<file path="src/rtl/fetch_stage.sv">
// Instruction fetch stage: owns the PC, drives instrMem, and buffers one fetched
// word in an IF/ID register drained by decode via valid/ready.
module fetch_stage #(
    parameter logic [31:0] RESET_PC   = 32'h0000_0000,
    parameter int          IMEM_BYTES = 1501
) (
    input  logic        clk,
    input  logic        rst_n,
    output logic [31:0] imem_addr,
    input  logic [31:0] imem_data,
    input  logic        redirect_valid,
    input  logic [31:0] redirect_pc,
    output logic        out_valid,
    input  logic        out_ready,
    output logic [31:0] out_instr,
    output logic [31:0] out_pc,
    output logic        fault,
    output logic [31:0] fetch_count
);

    // Highest byte address at which a full word still fits in the memory.
    localparam logic [31:0] LAST_PC = 32'(IMEM_BYTES - 4);

    typedef enum logic [1:0] {IDLE, FETCH, HALT} state_t;

    state_t      state_q;
    logic [31:0] pc_q;
    logic        out_valid_q;
    logic [31:0] out_instr_q;
    logic [31:0] out_pc_q;
    logic        fault_q;
    logic [31:0] fetch_count_q;

    logic        slot_free;
    logic        pc_over;
    logic        redirect_bad;
    logic [31:0] pc_d;
    logic [31:0] fetch_count_d;

    assign slot_free     = !out_valid_q || out_ready;
    assign pc_over       = pc_q > LAST_PC;
    assign redirect_bad  = (redirect_pc[1:0] != 2'b00) || (redirect_pc > LAST_PC);
    assign pc_d          = pc_q + 32'd4;
    assign fetch_count_d = fetch_count_q + 32'd1;

    always_ff @(posedge clk) begin
        if (!rst_n) begin
            state_q       <= IDLE;
            pc_q          <= RESET_PC;
            out_valid_q   <= 1'b0;
            out_instr_q   <= 32'h0;
            out_pc_q      <= 32'h0;
            fault_q       <= 1'b0;
            fetch_count_q <= 32'h0;
        end else begin
            case (state_q)
                IDLE: state_q <= FETCH;
                FETCH: begin
                    // Redirect wins over both stall and acceptance; the held word is dropped.
                    if (redirect_valid) begin
                        out_valid_q <= 1'b0;
                        if (redirect_bad) begin
                            fault_q <= 1'b1;
                            state_q <= HALT;
                        end else begin
                            pc_q <= redirect_pc;
                        end
                    end else if (slot_free && pc_over) begin
                        fault_q     <= 1'b1;
                        state_q     <= HALT;
                        out_valid_q <= 1'b0;
                    end else if (slot_free) begin
                        out_instr_q   <= imem_data;
                        out_pc_q      <= pc_q;
                        out_valid_q   <= 1'b1;
                        pc_q          <= pc_d;
                        fetch_count_q <= fetch_count_d;
                    end
                end
                HALT: out_valid_q <= 1'b0;
                default: state_q <= IDLE;
            endcase
        end
    end

    assign imem_addr   = pc_q;
    assign out_valid   = out_valid_q;
    assign out_instr   = out_instr_q;
    assign out_pc      = out_pc_q;
    assign fault       = fault_q;
    assign fetch_count = fetch_count_q;

endmodule
</file>
<file path="config.mk">
export PLATFORM = sky130hd
export DESIGN_NAME = fetch_stage
export DESIGN_NICKNAME = d
export VERILOG_FILES = /design/src/rtl/fetch_stage.sv
export SDC_FILE = /design/constraint.sdc
export NUM_CORES = 1
export LEC_CHECK = 0
export CORE_MARGIN = 2
export CORE_UTILIZATION = 45
export DETAILED_ROUTE_END_ITERATION = 10
export PLACE_DENSITY = 0.81
export RECOVER_POWER = 25
export REMOVE_ABC_BUFFERS = 1
export SYNTH_ARGS = -nofsm -noshare
export SYNTH_HDL_FRONTEND = slang
export SYNTH_SLANG_ARGS = --single-unit
</file>
<file path="constraint.sdc">
create_clock -name clk -period 2.7 [get_ports clk]
set_input_delay 0.54 -clock clk [delete_from_list [all_inputs] [get_ports clk]]
set_output_delay 0.54 -clock clk [all_outputs]
set_load 0.01 [all_outputs]
</file>
# Yosys cells after proc, flatten, opt, wreduce, memory -nomap -nowiden

Index checks and enable logic that the tools add are counted.

Flip-flop bits (word level): 132
Input bits: 68
Output and inout bits: 130
Logic and storage cells: 51

Add/subtract/negate cells: 2
Order comparisons: 2
Equality and inequality tests: 8
Mux-type cells: 15
Bitwise operators: 3
Reduce and logical (&&, ||, !) cells: 14

Operators with widths:

| operator                | count |
|---|---|
| $mux W32                | 4 |
| $gt A32 B11 Y1 const B  | 2 |
| $add A32 B1 Y32 const B | 1 |
| $add A32 B3 Y32 const B | 1 |
| $reduce_and A4 Y1       | 2 |
| $reduce_bool A2 Y1      | 4 |
| $mux W1                 | 6 |
| $mux W2                 | 3 |
| $ne A3 B3 Y1 const B    | 2 |
| $pmux W2 S3             | 1 |
| $reduce_and A3 Y1       | 2 |
| $ne A2 B2 Y1 const B    | 2 |
| $ne A4 B4 Y1 const B    | 1 |
| $not A1 Y1              | 3 |
| $eq A2 B1 Y1 const B    | 1 |
| $eq A2 B2 Y1 const B    | 1 |
| $logic_not A2 Y1        | 1 |
| $logic_or A1 B1 Y1      | 2 |
| $ne A2 B1 Y1 const B    | 1 |
| $pmux W1 S2             | 1 |
| $reduce_and A2 Y1       | 1 |
| $logic_and A1 B1 Y1     | 1 |
| $logic_not A1 Y1        | 1 |

# Depth between registers and ports, before layout

Depth in word-level cells: 6
Depth in mapped cells: 10
Mapped depth without buffers: 8

# Worst setup path after synthesis

OpenSTA, ideal clock, no wires.

Path kind: reg2reg
Start point: register pc_q[2], in the netlist imem_addr[2]
End point: register fetch_count_q[19], in the netlist fetch_count[19]
Setup time: 0.115 ns
Arrival time: 2.103 ns
Path slack: 0.482 ns
Cell stages (with the launch flop): 11
Path through: dfxtp_1 inv_1 ha_1 nand3_1 o211ai_1 a2111oi_2 buf_6 buf_6 nand3_1 xnor2_1 and2_1

Longest elaborated chain between the ends: 4

Ends and longest elaborated chain:

| item                        | line | source |
|---|---|---|
| start, declared             | 27   | `logic [31:0] pc_q;` |
| start signal, assigned      | 66   | `pc_q <= redirect_pc;` |
| start signal, assigned      | 76   | `pc_q <= pc_d;` |
| $gt A32 B11 Y1              | 41   | `assign pc_over = pc_q > LAST_PC;` |
| $logic_and A1 B1 Y1         | 68   | `end else if (slot_free && pc_over) begin` |
| $not A1 Y1 (no line)        | --   |  |
| $reduce_and A4 Y1 (no line) | --   |  |
| end signal, assigned        | 77   | `fetch_count_q <= fetch_count_d;` |
| end, declared               | 32   | `logic [31:0] fetch_count_q;` |

Every way passes these cells.
A chain may end at the register's enable or synchronous reset.

# Final worst setup path

Start point: register pc_q[2], in the netlist imem_addr[2]
End point: register fetch_count_q[20], in the netlist fetch_count[20]

The elaborated chain is that of the path after synthesis.

==> metrics.txt <==
Gate Count Post-Synth between 600 and 700; vias after detailed routing 5154; Non-Filler Instances 961; vias per inst 5.36; Worst setup EP type flip-flop; die width 114 um; Least-Margin Pin Slew 0.585 ns; gp weighted congestion 0.848; Yosys reg bits 132; Hold-fix buffers, CTS 0; Static Leak between 3 and 4 nW; Max-Cap Viols 0; Layout fillers about 930; Layout Skew 0.00669 ns; Yosys cell types 45; syn avg cell area 9.06 um2; CTS tree yes; Rows 40; P&R area growth vs syn 49.3%; crit path kind reg2reg; peak fanout along the critical path 13; clock sinks 132; Synth Warn # 0; P per Cell Area ~600 nW/um2; initial antenna violation count 0; sequential area share after synthesis between 40% and 50%; vias in the first global route just over 5000; io pins 198; Hold Violations, Final 0; fin area 8140 um2; clock root buffer clkbuf_16; setup violators final 0; die area ~13000 um2; Initial Utilization 45.8%; total placed instance area 7600 um2; H-Tree Depth 4; layout cells sized above 1 7.13%; Max Slew Vio Count 0; placed insts 929; critical path startpoint category flip-flop; Worst Path Required 3.03 ns; setup ws final 0.167 ns; Final Cycle Share 93.8%; FMAX slightly below 400 MHz; outcome finished, final reports clean; Longest Clk Path Bufs 2; dpl hpwl 11300 um; total core area 11900 um2; Pre-antenna DRT Iters 5; Worst-Skew Late Latency between 0.4 and 0.5 ns; synthesized area around 5500 um2; fin crit period roughly 2.5 ns; CTS clk-pin slew, worst paths 0.05 ns; largest net degree at the start of global routing 39; Setup Fix Bufs, Post-CTS 0; # DRC 0; antenna-violating nets left 0; routed len/inst 16.1 um; Ant. Diodes 0; port bufs 197; All-Layer GR Usage 23.9%; Final nets between 800 and 900; Worst Path Arrival 2.87 ns; VDD IR max between 0.3 and 0.4 mV; dpl ws -0.143 ns; Synth Flop Type dfxtp_1; asr flop ratio synth 0%; Slew HR between 60% and 70%; chip height 114 um; DRT iter0 DRCs 309; first-pass GRT wire length 24600 um; Hold WC Path Type reg2reg; EDFF count, synth 0; final WL 15500 um; setup TNS 0 ns; cts bufs inserted 17; unrepaired setup endpoints after global routing false; Worst R2R Setup Slack 0.17 ns; CTS resizes 0; GRT overflow 0
[layer usage]
| layer | GRT usage (%) | part of all wire [%] |
|---|---|---|
| met2 | 41.4 | 51 |
| met3 | 6.62 | 6.8 |
| met5 | 0 | 0 |
| met1 | 27.9 | 41 |
| met4 | 10.0 | 1.6 |
[state kept, by name, indices dropped and copies added, names as in the netlist]
| name | count |
|---|---|
| fetch_count | 32 |
| imem_addr | 32 |
| out_instr | 32 |
| out_pc | 32 |
| state_q | 2 |
| fault | 1 |
| out_valid | 1 |
[cells by family after synthesis]
family,count (synthesis),synth area share [%]
xor+xnor,22,3.53
flops,132,48.5
fa+ha+maj,6,1.38
compound gates,100,13.5
simple gates,292,28.0
mux,5,0.918
buf+inv,45,4.20
[area by class of cell]
| class | count | area [um2] | area share, % |
|---|---|---|---|
| flip-flops and latches | 132 | 2640 | 32.5 |
| well taps | 147 | 184 | 2.26 |
| multi-input cells | 425 | 2600 | 32.0 |
| clock buffers | 27 | 483 | 5.93 |
| repair buffers | 219 | 2160 | 26.5 |
| inverters | 6 | 22.5 | 0.277 |
| clock inverters | 5 | 50.0 | 0.615 |
[Yosys cell counts (7+ instances only)]
library cell / count / area (um2)
nand4_1: 22 / 138
xnor2_1: 14 / 123
and3_1: 57 / 357
a21boi_0: 9 / 67.6
o21ai_0: 15 / 75.1
clkbuf_1: 24 / 90.1
xor2_1: 8 / 70.1
buf_6: 7 / 78.8
a21boi_1: 47 / 353
nand2b_1: 9 / 56.3
nand2_1: 107 / 402
dfxtp_1: 132 / 2640
nand3_1: 14 / 70.1
nor4_1: 8 / 50.1
nor2_1: 19 / 71.3
and2_1: 27 / 169
[worst paths after layout]
kind / from / to / cells after the start
setup / recovery: imem_addr[2] / fetch_count[20] / 9
setup reg to reg: imem_addr[2] / fetch_count[20] / 9
hold / removal: out_instr[14] / out_instr[14] / 2
hold reg to reg: out_instr[14] / out_instr[14] / 2
[through the flow]
step,util (%),power [mW],hold slack (ns)
final,68.4,4.92,0.441
after detailed placement,63.8,2.87,0.441
after global placement,63.8,2.85,0.437
after floorplan,-,2.42,0.455
after global routing,68.4,5.12,0.471
after CTS,68.3,4.97,0.448
[cell usage in the layout (no fill, tap or decap), types with 5 or more instances in the layout]
cell	count
xnor2_1	14
a21boi_0	9
a21boi_1	47
clkdlybuf4s50_1	132
dlygate4sd3_1	64
or3_1	5
or2_0	6
nand2b_1	9
mux2i_1	5
clkbuf_16	17
ha_1	6
nor4_1	8
nand3_1	14
buf_4	20
nor2_1	19
xor2_1	8
a22oi_1	5
clkbuf_1	8
and3_1	57
nand2_1	107
dfxtp_1	132
o21ai_0	15
inv_1	6
nand4_1	22
nor3_1	5
and2_1	27
[critical path, stage by stage (launching register included)]
cell	delay (ns)
dfxtp_1	0.46
inv_1	0.07
ha_1	0.21
nand3_1	0.08
o211ai_1	0.21
a2111o_2	0.60
buf_4	0.23
nor2_1	0.24
nand3_1	0.14
mux2i_1	0.20
[where the power goes]
group,total (mW),switching [mW],internal [mW]
combinational,0.730,0.373,0.357
clock,2.10,0.792,1.31
sequential,2.09,0.0616,2.03
No activity file was read; power rests on OpenSTA's default activity.
